**src/rtl/elevator_request_scheduler.sv**
```systemverilog
// SCAN-ordered elevator call scheduler: latches floor calls, dispatches one target at a time,
// and holds the door open for a fixed dwell after each stop.
//
// state    | meaning
// IDLE     | waiting; serve the current floor locally or pick the next SCAN target
// DISPATCH | target_valid high, waiting for target_ready
// TRAVEL   | car moving to target_floor; no retargeting
// DWELL    | door open, dwell counter running down
module elevator_request_scheduler #(
    parameter int NUM_FLOORS   = 10,
    parameter int DWELL_CYCLES = 15
) (
    input  logic                  clk,
    input  logic                  rst_n,
    input  logic [NUM_FLOORS-1:0] call_in,
    input  logic [3:0]            car_floor,
    input  logic                  car_idle,
    output logic [3:0]            target_floor,
    output logic                  target_valid,
    input  logic                  target_ready,
    output logic                  door_open,
    output logic                  dir_up,
    output logic [NUM_FLOORS-1:0] pending,
    output logic                  busy
);

    localparam logic [1:0] ST_IDLE     = 2'd0;
    localparam logic [1:0] ST_DISPATCH = 2'd1;
    localparam logic [1:0] ST_TRAVEL   = 2'd2;
    localparam logic [1:0] ST_DWELL    = 2'd3;
    localparam logic [7:0] DWELL_LOAD  = 8'(DWELL_CYCLES);

    logic [1:0]            state;
    logic [7:0]            dwell_cnt;
    logic [NUM_FLOORS-1:0] car_onehot;
    logic [NUM_FLOORS-1:0] set_mask;
    logic [NUM_FLOORS-1:0] clear_mask;
    logic                  at_car_pending;
    logic                  call_at_car;
    logic                  arrived;
    logic                  found_above;
    logic                  found_below;
    logic [3:0]            above_floor;
    logic [3:0]            below_floor;
    logic [3:0]            scan_floor;
    logic                  scan_dir;

    // An out-of-range car_floor matches no bit, so it never counts as a local stop.
    always_comb begin
        for (int i = 0; i < NUM_FLOORS; i++) begin
            car_onehot[i] = (car_floor == 4'(i));
        end
    end

    assign at_car_pending = |(pending & car_onehot);
    assign call_at_car    = |(call_in & car_onehot);
    assign arrived        = car_idle && (car_floor == target_floor);

    always_comb begin
        found_above = 1'b0;
        found_below = 1'b0;
        above_floor = '0;
        below_floor = '0;
        for (int i = NUM_FLOORS - 1; i >= 0; i--) begin
            if (pending[i] && (4'(i) > car_floor)) begin
                found_above = 1'b1;
                above_floor = 4'(i);
            end
        end
        for (int i = 0; i < NUM_FLOORS; i++) begin
            if (pending[i] && (4'(i) < car_floor)) begin
                found_below = 1'b1;
                below_floor = 4'(i);
            end
        end
    end

    // Only the car's own floor pending (car not idle) falls through to car_floor.
    always_comb begin
        scan_floor = car_floor;
        scan_dir   = dir_up;
        if (dir_up) begin
            if (found_above) begin
                scan_floor = above_floor;
            end else if (found_below) begin
                scan_floor = below_floor;
                scan_dir   = 1'b0;
            end
        end else begin
            if (found_below) begin
                scan_floor = below_floor;
            end else if (found_above) begin
                scan_floor = above_floor;
                scan_dir   = 1'b1;
            end
        end
    end

    // Clear beats a same-cycle call because the car is standing at that floor.
    always_comb begin
        set_mask   = call_in;
        clear_mask = '0;
        case (state)
            ST_IDLE:   if (car_idle && at_car_pending) clear_mask = car_onehot;
            ST_TRAVEL: if (arrived) clear_mask = car_onehot;
            ST_DWELL:  set_mask = call_in & ~car_onehot;
            default:   clear_mask = '0;
        endcase
    end

    always_ff @(posedge clk) begin
        if (!rst_n) begin
            state        <= ST_IDLE;
            pending      <= '0;
            target_floor <= '0;
            dir_up       <= 1'b1;
            dwell_cnt    <= '0;
        end else begin
            pending <= (pending | set_mask) & ~clear_mask;
            case (state)
                ST_IDLE: begin
                    if (car_idle && at_car_pending) begin
                        dwell_cnt <= DWELL_LOAD;
                        state     <= ST_DWELL;
                    end else if (|pending) begin
                        target_floor <= scan_floor;
                        dir_up       <= scan_dir;
                        state        <= ST_DISPATCH;
                    end
                end
                ST_DISPATCH: begin
                    if (target_ready) state <= ST_TRAVEL;
                end
                ST_TRAVEL: begin
                    if (arrived) begin
                        dwell_cnt <= DWELL_LOAD;
                        state     <= ST_DWELL;
                    end
                end
                ST_DWELL: begin
                    if (call_at_car) begin
                        dwell_cnt <= DWELL_LOAD;
                    end else if (dwell_cnt <= 8'd1) begin
                        dwell_cnt <= '0;
                        state     <= ST_IDLE;
                    end else begin
                        dwell_cnt <= dwell_cnt - 8'd1;
                    end
                end
                default: state <= ST_IDLE;
            endcase
        end
    end

    assign target_valid = (state == ST_DISPATCH);
    assign door_open    = (state == ST_DWELL);
    assign busy         = (state != ST_IDLE);

endmodule

```
**config.mk**
```make
export PLATFORM = sky130hd
export DESIGN_NAME = elevator_request_scheduler
export DESIGN_NICKNAME = d
export VERILOG_FILES = /design/src/rtl/elevator_request_scheduler.sv
export SDC_FILE = /design/constraint.sdc
export NUM_CORES = 1
export LEC_CHECK = 0
export ABC_CLOCK_PERIOD_IN_PS = 4500
export BUFFER_PORTS_ARGS = -buffer_cell sky130_fd_sc_hd__buf_2
export CORE_MARGIN = 4
export CORE_UTILIZATION = 35
export DETAILED_ROUTE_END_ITERATION = 12
export PLACE_DENSITY = 0.54
export REMOVE_ABC_BUFFERS = 1
export SLEW_MARGIN = 20
export SYNTH_ARGS = -nofsm -noshare
export SYNTH_HDL_FRONTEND = slang
export SYNTH_SLANG_ARGS = --single-unit
```
**constraint.sdc**
```tcl
create_clock -name clk -period 4.5 [get_ports clk]
set_input_delay 0.9 -clock clk [delete_from_list [all_inputs] [get_ports clk]]
set_output_delay 0.9 -clock clk [all_outputs]
set_load 0.05 [all_outputs]
```
# ---- After elaboration in Yosys (flattened, before gate mapping)
# Index checks and enable logic that the tools add are counted.
dict set report word_totals {
  ff_bits 25
  latchBits 0
  ram_bits 0
  mem_bits_ro 0
  in_bits 18
  output_inout_bits 18
  elab_cells 151
  memories 0
}
dict set report classes {
  n_addsub 1
  multipliers 0
  div_mod_pow 0
  magnitude_cmp 21
  n_eq_ne 19
  shift 0
  mux 65
  bitwise_logic 8
  n_reduce_logical 32
}
# cell count
set ops {}
lappend ops {{$mux W4} 23}
lappend ops {{$and A10 B10 Y10} 4}
lappend ops {{$mux W8} 4}
lappend ops {{$mux W10} 3}
lappend ops {{$reduce_or A10 Y1} 3}
lappend ops {{$mux W1} 26}
lappend ops {{$pmux W8 S3} 1}
lappend ops {{$logic_and A1 B1 Y1} 22}
lappend ops {{$not A10 Y10} 2}
lappend ops {{$pmux W10 S2} 1}
lappend ops {{$eq A4 B3 Y1 const B} 4}
lappend ops {{$gt A3 B4 Y1 const A} 4}
lappend ops {{$lt A3 B4 Y1 const A} 4}
lappend ops {{$mux W2} 6}
lappend ops {{$or A10 B10 Y10} 1}
lappend ops {{$eq A4 B2 Y1 const B} 2}
lappend ops {{$eq A4 B4 Y1 const B} 2}
lappend ops {{$gt A1 B4 Y1 const A} 2}
lappend ops {{$gt A2 B4 Y1 const A} 2}
lappend ops {{$gt A4 B4 Y1 const A} 2}
lappend ops {{$le A8 B1 Y1 const B} 1}
lappend ops {{$lt A1 B4 Y1 const A} 2}
lappend ops {{$lt A2 B4 Y1 const A} 2}
lappend ops {{$lt A4 B4 Y1 const A} 2}
lappend ops {{other kinds (16)} 21}

# ---- Logic depth before layout (Yosys ltp)
# Gate-level depths: netlist (run 1).
dict set report depth {
  word_depth 15
  depth_mapped 8
  depth_no_buf 7
}

# ---- Worst setup path after synthesis (run 1)
# No wires, ideal clock.
dict set report synth_path {
  path_type {input to register}
  start {input port car_floor[0]}
  end {register target_floor[0]}
  setup_time_ns 0.088
  t_arrival_ns 2.438
  required_time_ns 4.412
  setup_slack_ns 1.973
  path_stages 8
  path_buffers 2
  path_cell_list {buf_4 > buf_6 > a211oi_4 > o22ai_2 > nor4_4 > nand3b_1 > o22ai_1 > o32ai_2}
}
dict set report synth_between {
  elab_chain_cells 15
  word_cells_on_any_way 99
  classes_between {order compare (20); eq/ne (9); mux (44); bitwise (2); reduce/logical (24)}
}
# element line_no
set synth_rtl {}
lappend synth_rtl {{from (decl)} 16} ;# input logic [3:0] car_floor,
lappend synth_rtl {{$gt A4 B4 Y1 / $lt A1 B4 Y1 (equally long branches)} {65, 71}}
lappend synth_rtl {{$logic_and A1 B1 Y1, on equally long branches} {65, 71}}
lappend synth_rtl {{$mux W4, or another cell as far along (10 in series)} 65} ;# if (pending[i] && (4'(i) > car_floor)) begin
lappend synth_rtl {{$mux W4, on equally long branches} {92, 85}}
lappend synth_rtl {{$mux W4, on equally long branches} {90, 83}}
lappend synth_rtl {{$mux W4} 82} ;# if (dir_up) begin
lappend synth_rtl {{to (signal assigned)} 126} ;# target_floor <= scan_floor;
lappend synth_rtl {{to (decl)} 18} ;# output logic [3:0] target_floor,
# Parallel ways exist; a longest one is shown, timed or not.
# A chain may end at the register's enable or synchronous reset.

# ---- Final worst setup path (run 1)
dict set report layout_path {
  start {input port car_floor[2]}
  end {register dwell_cnt[7]}
}
dict set report layout_between {
  elab_chain_cells 6
  word_cells_on_any_way 22
  classes_between {eq/ne (12); mux (2); bitwise (2); reduce/logical (6)}
}
# element line_no
set layout_rtl {}
lappend layout_rtl {{$eq A4 B1 Y1, or another cell as far along} 51} ;# car_onehot[i] = (car_floor == 4'(i));
lappend layout_rtl {{$and A10 B10 Y10} 55} ;# assign at_car_pending = |(pending & car_onehot);
lappend layout_rtl {{$reduce_or A10 Y1} 55}
lappend layout_rtl {{$logic_and A1 B1 Y1} 122} ;# if (car_idle && at_car_pending) begin
lappend layout_rtl {{$ne A2 B2 Y1 (no line)} --}
lappend layout_rtl {{$reduce_and A3 Y1 (no line)} --}
lappend layout_rtl {{to (signal assigned)} 147} ;# dwell_cnt <= dwell_cnt - 8'd1;
lappend layout_rtl {{to (decl)} 34} ;# logic [7:0] dwell_cnt;
# Parallel ways exist; a longest one is shown, timed or not.

==> results of run 1 <==
state kept, by name, indices dropped and copies added, names as in the netlist:
signal	count
dwell_cnt	8
target_floor	4
pending	10
state	2
dir_up	1
cells by family after synthesis:
| group | Yosys count | synth area share |
|---|---|---|
| and+or+nand+nor | 109 | 0.2557 |
| adders and majority gates | 6 | 0.03106 |
| muxes | 8 | 0.03882 |
| xor gates and xnor gates | 4 | 0.01450 |
| AOI/OAI and AO/OA | 115 | 0.3706 |
| DFF | 25 | 0.2070 |
| buffers and inverters | 38 | 0.08230 |
path summary, 6_finish.rpt:
kind                                   start               to  slack [ns]  cells after the start
worst min register to register  dwell_cnt[3]     dwell_cnt[3]        0.49                      2
worst min-delay path            dwell_cnt[3]     dwell_cnt[3]        0.49                      2
worst max register to register    pending[4]  target_floor[1]        2.25                      6
worst max-delay path            car_floor[2]     dwell_cnt[7]        1.57                      7
metal layers:
layer	vias up	wire (um)	part of all wire
met4	0	40	0.0060
met2	48	3097	0.47
li1	1185	-	-
met5	-	0	0
met1	1093	3197	0.48
met3	4	306	0.046
metrics by stage:
stage	area, um^2	hold WS (ns)	worst slack [ns]	utilization
2_1_floorplan	2275	0.4548	2.099	-
3_3_place_gp	2550	0.4714	1.338	0.3774
3_5_place_dp	2550	0.4785	1.296	0.3774
4_1_cts	2600	0.4965	1.595	0.3848
5_1_grt	2600	0.5268	1.430	0.3848
6_report	2600	0.4946	1.566	0.3848
worst max-delay path: cells and delay by family:
family	cells	cell delay, ns
multiplexers	1	0.27
AND/OR/NAND/NOR	1	0.11
AO/OA/AOI/OAI	4	1.26
buffers and inverters	1	0.55
cells in the final DEF (no fill, tap or decap), types with 3 or more instances in the layout:
master,instances
nor4_1,3
a21oi_1,12
buf_2,35
nor2b_1,4
a31oi_1,9
o21bai_1,4
o22ai_1,6
clkbuf_8,3
a21boi_0,7
nand2b_1,10
or3b_1,3
o21ai_0,18
or3_1,3
inv_1,15
nor2_1,23
nand4_1,3
o32ai_1,3
mux2i_1,6
o21ai_1,7
and2_1,5
a22oi_1,5
nor3_1,7
o211ai_1,6
nand3_1,7
dfxtp_1,25
a21boi_1,3
ha_1,6
nand2_1,24
nand3b_1,3
final cells by class:
type	instances	area share
clock buffers	3	0.01588
clock inverters	1	0.003369
inverters	15	0.02166
multi-input cells	242	0.6607
flip-flops and latches	25	0.1925
well taps	80	0.03850
repair buffers	35	0.06737
power groups by stage:
stage	registers, mW	clock network (mW)	logic (mW)
2_1_floorplan	0.394	0	0.471
3_3_place_gp	0.336	0	0.698
3_5_place_dp	0.336	0	0.699
4_1_cts	0.332	0.150	0.700
5_1_grt	0.342	0.157	0.777
6_report	0.332	0.144	0.698
==> results.txt, run 1 <==
DRC viols: 0
Sw Ratio: 0.5110
Pwr per Cell Area: 451.2 nW/um^2
Post-layout min period: 2.934 ns
Rel. slew slack: 0.5127
Drt initial violations: 166
Max Slew Vio Count: 0
Outcome: finished, final reports clean
Post-synthesis async set-or-reset flop share: 0
Worst path cell trace: buf_2 -> mux2i_1 -> o32ai_1 -> o41a_4 -> o211ai_4 -> nor4b_1 -> a22o_1
CP Launch Type: input port
Final wirelength: 6641 um
Leak pwr: 1.015 nW
Area share of the largest cell type after synthesis: 0.2070
Top cells by area, synth: dfxtp_1, o21ai_0, nand2_1
N_diodes: 0
Unrepaired setup endpoints after global routing: false
Internal power: 0.5737 mW
Cell area after synthesis: 2417 um^2
Starting Density: 0.3578
Antenna violations before repair: 0
Placed Cells: 397
Vias per cell: 5.810
Htree depth: 1
Worst-Margin Slew: 0.7310 ns
Crit end category: flip-flop
GP Congestion: 0.8381
Flop pwr share: 0.283
Vias in the first global route: 2199
Peak Freq: 340.9 MHz
Final hold vios: 0
Max stage delay on crit path: 0.57 ns
Post-detail-place hpwl: 4775 um
Post-cts resize count: 0
Distinct cell type count after synthesis: 76
Core ar.: 6756 um^2
Critical Path RT: 4.68 ns
Comb power frac: 0.595
Seq. cell area: 500.5 um^2
Clk network pwr share: 0.123
CTS root buf: clkbuf_8
Fin nets: 346
Layout Cells excl Fill: 401
Worst vdd ir: 0.3035 mV
Max Root-Sink Buffers: 2
Top Usage Layer GRT: met2
Post-CTS Setup Inserts: 0
Die height: 91.11 um
Routed via count: 2330
Largest net degree at the start of global routing: 40
Layout cell share with drive strength beyond 1: 0.1713
Hold Crit Class: reg -> reg
Worst EP arrival: 3.11 ns
Filler cell count: 733
Gr usage total: 0.1642
Met2 Usage GRT: 0.2661
Final Cycle Share: 0.6519
GRT Residual Overflow: 0
CTS tree: yes
Routed Antenna Nets: 0
First-pass GRT wire length: 11340 um
# hold bufs at CTS: 0
Top_reg_cell synth: dfxtp_1
Top post-synthesis cells by count: dfxtp_1, nand2_1, nor2_1
Multi-input logic area: 1718 um^2
Area delta synth->final: 7.557%
PortBufs: 35
Count leader, synth: dfxtp_1
Die width: 91.11 um
Setup_tns: 0 ns
Mean Syn Cell Area: 7.926 um^2
Post-synth top area cell: dfxtp_1
YS warnings: 0
Die area: 8300 um^2
CTS buffer count: 3
Setup Viol. Count Final: 0
Synthesis-stage register bit count: 25
Register area share after synthesis: 0.2070
Pwr Total: 1.173 mW
Clock Skews: 0.01257 ns
Gate Count Post-Synth: 305
Rows: 30
Kind of critical path: in -> reg
Slowest library cell on the worst path: o41a_4
IO Pins: 36
Crit-path max FO: 39
M1 GR Usage: 0.2332
Wire length per cell: 16.56 um
Clk sinks: 25
First drt pass iteration count: 4
Clk slew on worst S/H paths: 0.10 ns
Worst-Skew Late Latency: 0.28 ns
Switching pwr: 0.5996 mW
Number of synthesized flops with an enable pin: 0
Maxcap violations: 0
GRT met3 Usage: 0.02071
Power figures use the tool's default switching activity.
==> run 2: changes to the inputs <==
ABC_CLOCK_PERIOD_IN_PS = 2350   (was 4500)
PLACE_DENSITY = 0.56   (was 0.54)
clock period = 2.35 ns   (was 4.5 ns; I/O delays follow)
==> results.txt, run 2 (same netlist as run 1, synthesis figures left out) <==
Drt initial violations: 170 (was 166)
Wire length per cell: 16.25 um (was 16.56 um)
DRC viols: 0 (unchanged)
Antenna violations before repair: 0 (unchanged)
Post-cts resize count: 0 (unchanged)
Rows: 30 (unchanged)
Routed via count: 2573 (was 2330)
Commonest non-fill, non-tap cells in the layout: buf_4, buf_2, dfxtp_1, nand2_1, nor2_1 (was buf_2, dfxtp_1, nand2_1, nor2_1, o21ai_0)
Final wirelength: 7297 um (was 6641 um)
PortBufs: 35 (unchanged)
Max Slew Vio Count: 0 (unchanged)
Post-layout min period: 2.116 ns
Crit end category: flip-flop (unchanged)
R2R cell count: 7 (was 6)
Hold Crit Class: reg -> reg (unchanged)
Design area: 2973 um^2 (was 2600 um^2)
Vias per cell: 5.731 (was 5.810)
Comb power frac: 0.623 (was 0.595)
R2r startpoint: pending[4] (unchanged)
Critical path origin: car_floor[0] (was car_floor[2])
Stages on the worst setup path: 8 (was 7)
Fin Hold WS: 0.4831 ns (was 0.4946 ns)
Worst EP arrival: 2.35 ns (was 3.11 ns)
Gr usage total: 0.1745 (was 0.1642)
GRT Residual Overflow: 0 (unchanged)
Clock Skews: 0.008476 ns (was 0.01257 ns)
Vias in the first global route: 2433 (was 2199)
Routed Antenna Nets: 0 (unchanged)
Critical path's top delay family: simple AND/OR/NAND/NOR gates (was compound AO/OA/AOI/OAI gates)
Sw Ratio: 0.4958 (was 0.5110)
First drt pass iteration count: 5 (was 4)
Filler cell count: 688 (was 733)
N_diodes: 0 (unchanged)
Placed cell area: 2923 um^2 (was 2550 um^2)
Worst hold stages: 2 (unchanged)
Final hold vios: 0 (unchanged)
Core ar.: 6756 um^2 (unchanged)
Outcome: finished, final reports clean (unchanged)
Worst-Margin Slew: 0.5606 ns (was 0.7310 ns)
Switching pwr: 1.188 mW (was 0.5996 mW)
CTS root buf: clkbuf_8 (unchanged)
Setup Viol. Count Final: 0 (unchanged)
CTS tree: yes (unchanged)
Die width: 91.11 um (unchanged)
Crit-path max FO: 16 (was 39)
Starting Density: 0.3578 (unchanged)
CP Launch Type: input port (unchanged)
Max Root-Sink Buffers: 2 (unchanged)
GP Congestion: 0.8607 (was 0.8381)
Slowest library cell on the worst path: nor4b_1 (was o41a_4)
Final Cycle Share: 0.9004
Post-detail-place hpwl: 5587 um (was 4775 um)
Area delta synth->final: 22.98% (was 7.557%)
First-pass GRT wire length: 12050 um (was 11340 um)
Pwr Total: 2.396 mW (was 1.173 mW)
Largest regs: pending x10, dwell_cnt x8, target_floor x4 (unchanged)
Worst-Skew Late Latency: 0.28 ns (about the same)
Most common cell after layout, fill and taps aside: buf_4 (was buf_2)
Clk network pwr share: 0.117 (was 0.123)
Kind of critical path: in -> reg (unchanged)
Pwr per Cell Area: 805.8 nW/um^2 (was 451.2 nW/um^2)
IO Pins: 36 (unchanged)
Max stage delay on crit path: 0.35 ns (was 0.57 ns)
Maxcap violations: 0 (unchanged)
Critical Path RT: 2.58 ns (was 4.68 ns)
WP buf/inv: 2 (was 1)
Peak Freq: 472.6 MHz
Die height: 91.11 um (unchanged)
Clk slew on worst S/H paths: 0.10 ns (about the same)
Fin nets: 394 (was 346)
# hold bufs at CTS: 0 (unchanged)
Unrepaired setup endpoints after global routing: false (unchanged)
Rel. slew slack: 0.6234 (was 0.5127)
Top reg by flops: pending (unchanged)
Die area: 8300 um^2 (unchanged)
Internal power: 1.208 mW (was 0.5737 mW)
Worst vdd ir: 0.6409 mV (was 0.3035 mV)
Worst path cell trace: buf_2 -> buf_4 -> mux2_1 -> a21oi_1 -> a22oi_1 -> nand2b_1 -> nor4b_1 -> a22o_1 (was buf_2 -> mux2i_1 -> o32ai_1 -> o41a_4 -> o211ai_4 -> nor4b_1 -> a22o_1)
Layout cell share with drive strength beyond 1: 0.2791 (was 0.1713)
Post-CTS Setup Inserts: 0 (unchanged)
Number of flip-flops in the largest register: 10 (unchanged)
Largest net degree at the start of global routing: 32 (was 40)
Htree depth: 1 (unchanged)
Hold_sp: dwell_cnt[3] (unchanged)
Clk sinks: 25 (unchanged)
Flop pwr share: 0.260 (was 0.283)
Leak pwr: 1.254 nW (was 1.015 nW)
CTS buffer count: 3 (unchanged)
[run 2: power by group through the flow]
stage	Combinational, mW	Clock, mW	Sequential, mW
2_1_floorplan	0.901	0	0.755
4_1_cts	1.49	0.294	0.621
3_5_place_dp	1.48	0	0.633
3_3_place_gp	1.48	0	0.632
5_1_grt	1.64	0.311	0.638
6_report	1.49	0.281	0.624
[run 2: metrics by stage]
| stage | util | cells | TNS [ns] | setup WS [ns] |
|---|---|---|---|---|
| 2_1_floorplan | - | 282 | 0 | 0.1415 |
| 6_report | 0.4400 | 449 | 0 | 0.2340 |
| 3_5_place_dp | 0.4326 | 445 | -0.09562 | -0.04977 |
| 5_1_grt | 0.4400 | 449 | 0 | 0.05706 |
| 4_1_cts | 0.4400 | 449 | 0 | 0.2383 |
| 3_3_place_gp | 0.4326 | 445 | 0 | 0.01543 |
[run 2: layout make-up]
type,instances,area [um^2],share of cell area
flip-flops and latches,25,500.5,0.1684
well taps,80,100.1,0.03367
clock buffers,3,41.29,0.01389
multi-input cells,242,1718,0.5779
repair buffers,83,548.0,0.1843
inverters,15,56.30,0.01894
clock inverters,1,8.758,0.002946
[run 2: worst paths after layout]
| path | endpoint | slack (ns) |
|---|---|---|
| max reg2reg | target_floor[1] | 0.25 |
| min | dwell_cnt[3] | 0.48 |
| min reg2reg | dwell_cnt[3] | 0.48 |
| max | dwell_cnt[7] | 0.23 |
[run 2: layer usage]
| metal | vias to the layer above | part of all wire | track usage | wire [um] |
|---|---|---|---|---|
| li1 | 1276 | - | - | - |
| met1 | 1205 | 0.47 | 0.2452 | 3440 |
| met2 | 80 | 0.46 | 0.2728 | 3334 |
| met3 | 12 | 0.055 | 0.02320 | 400 |
| met4 | 0 | 0.017 | 0.06030 | 121 |
| met5 | - | 0 | 0 | 0 |
[run 2: worst min-delay path: cells and delay by family (launching register included)]
| kind | cells | cell delay, ns |
|---|---|---|
| DFF | 1 | 0.33 |
| AOI/OAI and AO/OA | 2 | 0.11 |
==> run 3: changes to the inputs <==
==> constraint.sdc (replaced) <==
create_clock -name clk -period 2.35 [get_ports clk]
set_input_delay 0.235 -clock clk [delete_from_list [all_inputs] [get_ports clk]]
set_output_delay 0.235 -clock clk [all_outputs]
set_load 0.05 [all_outputs]
==> results.txt, run 3 (same netlist as run 1, synthesis figures left out) <==
Die width: 91.11 um (unchanged)
Htree depth: 1 (unchanged)
Clk sinks: 25 (unchanged)
GP Congestion: 0.9044 (was 0.8607)
Unrepaired setup endpoints after global routing: false (unchanged)
Worst vdd ir: 0.9157 mV (was 0.6409 mV)
CTS buffer count: 3 (unchanged)
Routed via count: 2411 (was 2573)
Kind of critical path: reg -> reg (was in -> reg)
CP Launch Type: flip-flop (was input port)
PortBufs: 35 (unchanged)
Vias per cell: 5.646 (was 5.731)
Outcome: finished, final reports clean (unchanged)
Area delta synth->final: 16.15% (was 22.98%)
Number of flip-flops in the largest register: 10 (unchanged)
Crit-path max FO: 6 (was 16)
First-pass GRT wire length: 11830 um (was 12050 um)
Setup_tns: 0 ns (unchanged)
Post-CTS Setup Inserts: 0 (unchanged)
Final wirelength: 7036 um (was 7297 um)
Die height: 91.11 um (unchanged)
Crit end category: flip-flop (unchanged)
GRT Residual Overflow: 0 (unchanged)
Clock Skews: 0.01119 ns (was 0.008476 ns)
Core ar.: 6756 um^2 (unchanged)
Layout cell share with drive strength beyond 1: 0.2334 (was 0.2791)
Hold Crit Class: in -> reg (was reg -> reg)
Largest net degree at the start of global routing: 32 (unchanged)
Worst-Skew Late Latency: 0.27 ns (was 0.28 ns)
Gr usage total: 0.1706 (was 0.1745)
Post-cts resize count: 0 (unchanged)
Fin nets: 372 (was 394)
Drt initial violations: 199 (was 170)
Commonest non-fill, non-tap cells in the layout: buf_2, dfxtp_1, buf_4, nand2_1, nor2_1 (was buf_4, buf_2, dfxtp_1, nand2_1, nor2_1)
Antenna violations before repair: 0 (unchanged)
Routed Antenna Nets: 0 (unchanged)
Worst hold stages: 4 (was 2)
# hold bufs at CTS: 0 (unchanged)
Most common cell after layout, fill and taps aside: buf_2 (was buf_4)
Final Cycle Share: 0.9012 (was 0.9004)
DRC viols: 0 (unchanged)
CTS tree: yes (unchanged)
Critical Path RT: 2.56 ns (was 2.58 ns)
Pwr per Cell Area: 830.5 nW/um^2 (was 805.8 nW/um^2)
N_diodes: 0 (unchanged)
CTS root buf: clkbuf_8 (unchanged)
Max Root-Sink Buffers: 2 (unchanged)
Clk slew on worst S/H paths: 0.10 ns (about the same)
First drt pass iteration count: 4 (was 5)
Worst-Margin Slew: 0.6055 ns (was 0.5606 ns)
Peak Freq: 472.2 MHz (was 472.6 MHz)
Starting Density: 0.3578 (unchanged)
Wire length per cell: 16.48 um (was 16.25 um)
Final hold vios: 0 (unchanged)
Die area: 8300 um^2 (unchanged)
IO Pins: 36 (unchanged)
Maxcap violations: 0 (unchanged)
Largest regs: pending x10, dwell_cnt x8, target_floor x4 (unchanged)
Max Slew Vio Count: 0 (unchanged)
Worst EP arrival: 2.32 ns (was 2.35 ns)
Rows: 30 (unchanged)
Post-detail-place hpwl: 5382 um (was 5587 um)
Post-layout min period: 2.118 ns (was 2.116 ns)
Leak pwr: 1.147 nW (was 1.254 nW)
Post-layout util: 0.4156 (was 0.4400)
Vias in the first global route: 2292 (was 2433)
Setup Viol. Count Final: 0 (unchanged)
Rel. slew slack: 0.5955 (was 0.6234)
Top reg by flops: pending (unchanged)
R2R cell count: 7 (unchanged)
## run 3: cell types whose count changed in the layout (fill, tap and decap cells not counted), sizes merged
cell	change
buf	-22
## run 3: worst max-delay path, cell delays in order, from the launching register on
cell and delay, ns:
dfxtp_1 0.38, mux2i_1 0.22, o32ai_1 0.14, o41a_4 0.54, a22oi_2 0.37, nor3_1 0.08, buf_4 0.15, a31oi_1 0.16
## run 3: layout make-up
class                   instances  area (um^2)
multi-input cells             242         1718
inverters                      15        56.30
fillers                       692         3949
well taps                      80        100.1
flip-flops and latches         25        500.5
repair buffers                 61        382.9
clock inverters                 1        8.758
clock buffers                   3        41.29
## run 3: power by group
part | total, mW | switching, mW | internal [mW]
Clock | 0.275 | 0.150 | 0.124
Sequential | 0.624 | 0.108 | 0.516
Combinational | 1.43 | 0.909 | 0.525
Total | 2.33 | 1.17 | 1.16
## run 3: worst paths after layout
| path | from | end | slack (ns) |
|---|---|---|---|
| worst max-delay path | pending[2] | pending[3] | 0.23 |
| worst min-delay path | call_in[6] | pending[6] | 0.33 |
| worst max register to register | pending[2] | pending[3] | 0.23 |
| worst min register to register | dwell_cnt[3] | dwell_cnt[3] | 0.49 |
## run 3: layer usage
metal | vias to the layer above | GRT usage | part of all wire
li1 | 1236 | - | -
met1 | 1111 | 0.2428 | 0.48
met2 | 57 | 0.2765 | 0.46
met3 | 7 | 0.01740 | 0.048
met4 | 0 | 0.03894 | 0.013
met5 | - | 0 | 0
## run 3: stage by stage
stage | area [um^2] | hold slack [ns] | total power [mW] | std cells | setup slack (ns)
2_1_floorplan | 2275 | 0.3150 | 1.656 | 282 | 0.1415
3_5_place_dp | 2758 | 0.4708 | 2.060 | 423 | 0.09047
5_1_grt | 2808 | 0.3501 | 2.523 | 427 | 0.06247
6_report | 2808 | 0.3263 | 2.332 | 427 | 0.2323
4_1_cts | 2808 | 0.3092 | 2.349 | 427 | 0.2618
3_3_place_gp | 2758 | 0.4644 | 2.051 | 423 | 0.1186
